==> src/rtl/regfile_sb.sv <==
// Register file with N combinational read ports, async clear and busy scoreboard.
// Optional write-through forwarding: define REGFILE_SB_BYPASS_EN.
module regfile_sb #(
  parameter int WIDTH   = 16,
  parameter int REGBITS = 4,
  parameter int NREAD   = 2
) (
  input  logic                       clk,
  input  logic                       rst_n,
  input  logic                       regwrite,
  input  logic [REGBITS-1:0]         wa,
  input  logic [WIDTH-1:0]           wd,
  input  logic                       mark_en,
  input  logic [REGBITS-1:0]         mark_addr,
  input  logic [NREAD*REGBITS-1:0]   ra,
  output logic [NREAD*WIDTH-1:0]     rd,
  output logic [NREAD-1:0]           rd_busy,
  output logic [REGBITS:0]           busy_count,
  output logic                       mark_err
);

  localparam int DEPTH = 1 << REGBITS;

  logic [WIDTH-1:0] ram_q [1:DEPTH-1];
  logic [WIDTH-1:0] ram_d [1:DEPTH-1];
  logic [DEPTH-1:1] busy_q, busy_d;
  logic [REGBITS:0] count_q, count_d;
  logic             mark_err_q, mark_err_d;

  logic wr_v, mk_v, same, inc, dec;

  // Qualify events; r0 is never written nor marked
  always_comb begin
    wr_v = regwrite && (wa != '0);
    mk_v = mark_en && (mark_addr != '0);
    same = wr_v && mk_v && (wa == mark_addr);
    inc  = mk_v && !busy_q[mark_addr];
    dec  = wr_v && busy_q[wa] && !same;
  end

  // Next state: write clears busy, a same-cycle mark wins
  always_comb begin
    ram_d  = ram_q;
    busy_d = busy_q;
    if (wr_v) begin
      ram_d[wa]  = wd;
      busy_d[wa] = 1'b0;
    end
    if (mk_v) begin
      busy_d[mark_addr] = 1'b1;
    end
    count_d = count_q
            + {{REGBITS{1'b0}}, inc}
            - {{REGBITS{1'b0}}, dec};
    mark_err_d = mark_err_q
               || (mk_v && busy_q[mark_addr] && !same);
  end

  // State registers, cleared asynchronously
  always_ff @(posedge clk or negedge rst_n) begin
    if (!rst_n) begin
      for (int i = 1; i < DEPTH; i++) begin
        ram_q[i] <= '0;
      end
      busy_q     <= '0;
      count_q    <= '0;
      mark_err_q <= 1'b0;
    end else begin
      ram_q      <= ram_d;
      busy_q     <= busy_d;
      count_q    <= count_d;
      mark_err_q <= mark_err_d;
    end
  end

  assign busy_count = count_q;
  assign mark_err   = mark_err_q;

  for (genvar p = 0; p < NREAD; p++) begin : g_rd
    logic [REGBITS-1:0] addr;
    logic [WIDTH-1:0]   data;
    logic               bsy;

    assign addr = ra[p*REGBITS +: REGBITS];

    // Combinational read; r0 and reset force zero
    always_comb begin
      data = '0;
      bsy  = 1'b0;
      if (rst_n && (addr != '0)) begin
`ifdef REGFILE_SB_BYPASS_EN
        if (regwrite && (wa == addr)) begin
          data = wd;
          bsy  = mark_en && (mark_addr == addr)
              && busy_q[addr];
        end else begin
          data = ram_q[addr];
          bsy  = busy_q[addr];
        end
`else
        data = ram_q[addr];
        bsy  = busy_q[addr];
`endif
      end
    end

    assign rd[p*WIDTH +: WIDTH] = data;
    assign rd_busy[p]           = bsy;
  end

endmodule

==> config.mk <==
export PLATFORM = sky130hd
export DESIGN_NAME = regfile_sb
export DESIGN_NICKNAME = d
export VERILOG_FILES = /design/src/rtl/regfile_sb.sv
export SDC_FILE = /design/constraint.sdc
export NUM_CORES = 1
export LEC_CHECK = 0
export CAP_MARGIN = 20
export CELL_PAD_IN_SITES_DETAIL_PLACEMENT = 1
export CELL_PAD_IN_SITES_GLOBAL_PLACEMENT = 1
export CORE_UTILIZATION = 50
export CTS_CLUSTER_DIAMETER = 50
export CTS_CLUSTER_SIZE = 40
export DETAILED_ROUTE_END_ITERATION = 12
export PLACE_DENSITY = 0.76
export SYNTH_ARGS = -nofsm -noshare
export SYNTH_HDL_FRONTEND = slang
export SYNTH_SLANG_ARGS = --single-unit
==> constraint.sdc <==
create_clock -name clk -period 7.5 [get_ports clk]
set_input_delay 1.875 -clock clk [delete_from_list [all_inputs] [get_ports clk]]
set_output_delay 1.875 -clock clk [all_outputs]
set_load 0.005 [all_outputs]
==> reports/metrics.cfg, run 1 <==
[setup_path]
critPathLaunchType = primary input
cp.arrival_ns = 4.42
worstSetupPathType = in -> out
critPathMaxFanout = 41
end_kind = output pin
crit_required_ns = 5.62

[timing]
slew_headroom = 0.311
hold_viol = 0
fin_crit_ns = 6.29
tns_ns = 0
drv_slew = 0
whs_ns = 0.518
fin_crit_sh = 0.839
finalSetupViolCount = 0
worst_slew_pin_slew_ns = 1.03
rsz0062_at_grt = no
fmax_ghz = 0.159
worst_clock_skew_ns = 0.00584

[drt]
wire_per_inst_um = 29.3
routed_wl_mm = 44.2
drt_iter0_drc = 722
vias_per_cell = 6.55
vias = 9870
drt-pass1-iter-count = 5
ant_nets = 0
drc_errors = 0

[final_layout]
multiInputGateArea_um2 = 7670
final_cell_mix = mux2_2, dfrtp_1, mux4_2
fin_area_um2 = 17000
seq_area_um2 = 6530
num_antenna_cells = 0
fin_cells = 1508
area_growth_pct = 14.2
n_fill_cell = 2779
final_common_cell = mux2_2
drive_gt1_frac = 0.455
layout.nets = 1138

[logic_synthesis]
syn_area_per_cell_um2 = 14.1
synth_ff_type = dfrtp_1
yosysSeqAreaShare = 0.438
yosys_register_bits = 261
yosysWarnings = 0
syn-instance-count = 1057
synthesis.nets = 1099
synth-edff-count = 0
synth.distinct_cells = 51
synthesis.area_um2 = 14900
async_flop_share = 1.00

[cts]
clockBufferDepth = 3
cts_setup_buffers = 0
cts_root_buffer = clkbuf_16
cts_inserted_buffers = 36
cts_tree = yes
htree_num_levels = 2
clock_sinks = 261
hold_buffers = 0
clk_latency_ns = 0.51
clk_pin_slew_ns = 0.05
cts_resized = 0

[placed_design]
dp_hpwl_mm = 26.1
place_inst = 1442
gp_congestion = 0.847
place_area_um2 = 15700
io_buffers = 75

[floorplan]
num_rows = 62
start_util = 0.513
die_area_um2 = 30500
dieHeight_um = 175
die_x_um = 175
io_pins = 76
core_um2 = 29000

[power_and_ir_drop]
power_density_nw_per_um2 = 295
power.static_leakage_uw = 0.00715
peakVddDrop_v = 0.000167
finalPower_uw = 5010

[min_path]
hp-class = reg -> reg

[global_route]
first_global_vias = 10910
grt_first_pass_wirelength_mm = 68.8
overflow = 0
grt_util_all_layers = 0.302
grt_max_degree = 157
antenna_found_initial = 1

[status]
status = completed

[flow_run]
cap_violations = 0

## worst paths after layout
path	startpoint	to	slack, ns	cells after the start
max	ra[0]	rd[4]	1.21	6
min	mark_err$_DFF_PN0_	mark_err$_DFF_PN0_	0.52	1
max reg2reg	busy_q[12]$_DFF_PN0_	busy_count[4]$_DFF_PN0_	4.54	11
min reg2reg	mark_err$_DFF_PN0_	mark_err$_DFF_PN0_	0.52	1
max in group asynchronous	rst_n	ram_q[115]$_DFFE_PN0P_	5.04	2
min in group asynchronous	rst_n	busy_count[3]$_DFF_PN0_	1.25	1
## synthesized netlist by cell type (all sizes together), types with 15 or more instances
library cell,number,area share
nand2b,20,0.0084
mux2,281,0.22
clkbuf,32,0.0081
mux4,108,0.16
nor2,15,0.0053
a22oi,16,0.0081
o211a,15,0.010
a21oi,22,0.0074
o21ai,35,0.012
dfrtp,261,0.44
mux2i,30,0.020
nand2,50,0.013
buf,74,0.037
## kinds of logic (layout without fill, tap and decap cells)
family,Yosys count,count (layout),synth area share
XOR/XNOR,8,8,0.00470
AND/OR/NAND/NOR,107,107,0.0365
AO/OA/AOI/OAI,137,137,0.0670
multiplexers,419,419,0.399
buffers and inverters,119,186,0.0487
flip-flops,261,261,0.438
adder cells (fa/ha/maj),6,6,0.00554
## flip-flops by register name (all words and copies together) (netlist names)
name and flops:
ram_q 240, busy_q 15, busy_count 5, mark_err 1
## worst max-delay path: stages
cell             delay (ns)
buf_4                  0.64
buf_4                  0.35
mux4_2                 0.25
mux2i_1                0.07
a211oi_1               0.57
clkdlybuf4s50_1        0.62
## final cells by class
class | instances | share of cell area
well taps | 384 | 0.0282
repair buffers | 107 | 0.0590
inverters | 13 | 0.00287
multi-input cells | 677 | 0.451
clock buffers | 41 | 0.0571
clock inverters | 25 | 0.0181
flip-flops and latches | 261 | 0.384
## metal layers
metal	vias up	global-route usage	part of all wire
li1	4114	-	-
met1	5311	0.409	0.42
met2	330	0.494	0.49
met3	113	0.0505	0.059
met4	2	0.109	0.035
met5	-	0	0.00029
## stage by stage
step	setup slack (ns)	utilization
floorplan	2.43	-
CTS	1.21	0.586
global placement	1.22	0.542
global route	1.12	0.586
detailed placement	1.24	0.542
finish	1.21	0.586
## where the power goes
group / switching, uW / internal [uW] / leakage [uW]
combinational: 458 / 729 / 0.00335
clock: 731 / 1070 / 0.000609
sequential: 274 / 1750 / 0.00319
Note: power is estimated with default switching activity, not from simulation.
==> inputs of run 2 (changes only) <==
--- a/config.mk
+++ b/config.mk
@@ -8,11 +8,11 @@
 export CAP_MARGIN = 20
 export CELL_PAD_IN_SITES_DETAIL_PLACEMENT = 1
 export CELL_PAD_IN_SITES_GLOBAL_PLACEMENT = 1
-export CORE_UTILIZATION = 50
+export CORE_UTILIZATION = 46
 export CTS_CLUSTER_DIAMETER = 50
 export CTS_CLUSTER_SIZE = 40
 export DETAILED_ROUTE_END_ITERATION = 12
-export PLACE_DENSITY = 0.76
+export PLACE_DENSITY = 0.74
 export SYNTH_ARGS = -nofsm -noshare
 export SYNTH_HDL_FRONTEND = slang
 export SYNTH_SLANG_ARGS = --single-unit
==> constraint.sdc (replaced) <==
create_clock -name clk -period 5.1 [get_ports clk]
set_input_delay 1.275 -clock clk [delete_from_list [all_inputs] [get_ports clk]]
set_output_delay 1.275 -clock clk [all_outputs]
set_load 0.005 [all_outputs]
==> run 2 against run 1 <==
  * Clock skew is 0.0045 ns higher
  * Combinational power up 48%
  * Via count decreased by 0.14%
  * Power is 46% higher
  * Critical path depth up 3
  * First-iteration DRC count is 3.2% higher
  * Critical endpoint is now rd[15]
==> reports/metrics.cfg, run 2 (synthesis results as in run 1) <==
[floorplan]
die_x_um = 182
start_util = 0.470
dieHeight_um = 182
io_pins = 76
num_rows = 65
die_area_um2 = 33100
core_um2 = 31700

[power_and_ir_drop]
power.static_leakage_uw = 0.00727
peakVddDrop_v = 0.000260
power_density_nw_per_um2 = 426

[timing]
worst_slew_pin_slew_ns = 1.09
tns_ns = 0
fin_crit_ns = 4.84
hold_viol = 0
slew_headroom = 0.269
fin_crit_sh = 0.948
drv_slew = 0
worst_clock_skew_ns = 0.0103
rsz0062_at_grt = no
fmax_ghz = 0.207
finalSetupViolCount = 0

[global_route]
grt.busiest_layer = met2
overflow = 0
grt_max_degree = 77
antenna_found_initial = 2
met2_usage = 0.450
first_global_vias = 10819
use_met3 = 0.0427
grt_first_pass_wirelength_mm = 69.0
grt_util_all_layers = 0.277
use_met1 = 0.380

[final_layout]
largest-register = ram_q
drive_gt1_frac = 0.463
final_cell_mix = mux2_2, dfrtp_1, mux4_2
area_growth_pct = 15.4
n_fill_cell = 3067
fin_cells = 1546
layout.nets = 1159
final_common_cell = mux2_2
seq_area_um2 = 6530
num_antenna_cells = 0
largest_register_ffs = 240
multiInputGateArea_um2 = 7650

[cts]
htree_num_levels = 2
cts_inserted_buffers = 35
cts_resized = 0
cts_setup_buffers = 0
clk_pin_slew_ns = 0.05
hold_buffers = 0
clk_latency_ns = 0.51
cts_root_buffer = clkbuf_16
clockBufferDepth = 3
clock_sinks = 261
cts_tree = yes

[setup_path]
critPathMaxFanout = 31
end_kind = output pin
path_cells = buf_2 > buf_12 > nor2b_2 > buf_4 > a221o_1 > a21oi_1 > a211oi_1 > buf_4 > clkdlybuf4s50_1
cp.arrival_ns = 3.56
critPathLaunchType = primary input
worstSetupPathType = in -> out
crit_top_cell = buf_4
crit_slowest_cell = a211oi_1
crit_required_ns = 3.83
slowest_delay_ns = 0.51

[drt]
wire_per_inst_um = 28.1
routed_wl_mm = 43.5
drt_iter0_drc = 745
ant_nets = 0
vias_per_cell = 6.38
vias = 9856
drc_errors = 0
drt-pass1-iter-count = 4

[placed_design]
io_buffers = 75
place_inst = 1482
gp_congestion = 0.811
dp_hpwl_mm = 27.3

[flow_run]
cap_violations = 0

[status]
status = completed

[min_path]
hp-class = reg -> reg

==> run 2: changes by cell type in the layout (fill, tap and decap cells not counted), moves of 2 or more <==
cell and delta:
clkinv_2 +4, nor2_2 +4, clkbuf_1 +2, buf_12 +6
buf_4 +16, clkinv_8 -2, nor2_4 -4, clkinv_4 -3
==> run 2: metal layers <==
metal,vias to the layer above,wire [um]
met5,-,23
met4,4,1570
li1,4150,-
met2,264,21300
met3,95,2120
met1,5343,18500
==> run 2: layout make-up <==
class                           instances  share of cell area
Sequential cell                       261               0.380
Clock inverter                         22              0.0155
Inverter                               13             0.00284
Tap cell                              402              0.0293
Timing Repair Buffer                  129              0.0723
Multi-Input combinational cell        677               0.445
Clock buffer                           42              0.0554
==> run 2: final timing paths <==
path                                      startpoint                      end  slack, ns  depth (start not counted)
max in group asynchronous                      rst_n    ram_q[31]$_DFFE_PN0P_       2.65                          3
worst max register to register  busy_q[15]$_DFF_PN0_  busy_count[4]$_DFF_PN0_       2.20                         11
worst max-delay path                           ra[1]                   rd[15]       0.26                          9
worst min register to register    mark_err$_DFF_PN0_       mark_err$_DFF_PN0_       0.48                          1
worst min-delay path              mark_err$_DFF_PN0_       mark_err$_DFF_PN0_       0.48                          1
min in group asynchronous                      rst_n    ram_q[18]$_DFFE_PN0P_       0.53                          1
==> run 2: where the power goes <==
part | leakage [uW] | switching, uW | internal [uW]
logic | 0.00349 | 674 | 1090
registers | 0.00319 | 412 | 2570
clock network | 0.000591 | 1010 | 1570
total | 0.00727 | 2090 | 5220
==> run 2: per-stage QoR <==
| stage | utilization | total power, uW | setup slack (ns) | hold WS [ns] | cell area, um^2 |
|---|---|---|---|---|---|
| 2_1_floorplan | - | 4150 | 1.23 | 0.466 | 14900 |
| 6_report | 0.542 | 7320 | 0.264 | 0.483 | 17200 |
| 5_1_grt | 0.542 | 7660 | 0.189 | 0.504 | 17200 |
| 4_1_cts | 0.542 | 7370 | 0.280 | 0.484 | 17200 |
| 3_5_place_dp | 0.504 | 4750 | 0.296 | 0.468 | 16000 |
| 3_3_place_gp | 0.504 | 4640 | 0.296 | 0.455 | 16000 |
==> run 2: critical path, delay by kind of cell <==
family | cells | cell delay (ns)
AO/OA/AOI/OAI | 3 | 0.77
buffers and inverters | 5 | 1.30
AND/OR/NAND/NOR | 1 | 0.20
==> inputs of run 3 (changes only) <==
--- a/config.mk
+++ b/config.mk
@@ -13,6 +13,7 @@
 export CTS_CLUSTER_SIZE = 40
 export DETAILED_ROUTE_END_ITERATION = 12
 export PLACE_DENSITY = 0.74
+export SLEW_MARGIN = 0
 export SYNTH_ARGS = -nofsm -noshare
 export SYNTH_HDL_FRONTEND = slang
 export SYNTH_SLANG_ARGS = --single-unit
==> results of run 3 <==
The final DEF is identical to that of run 2; final timing and power are the same.
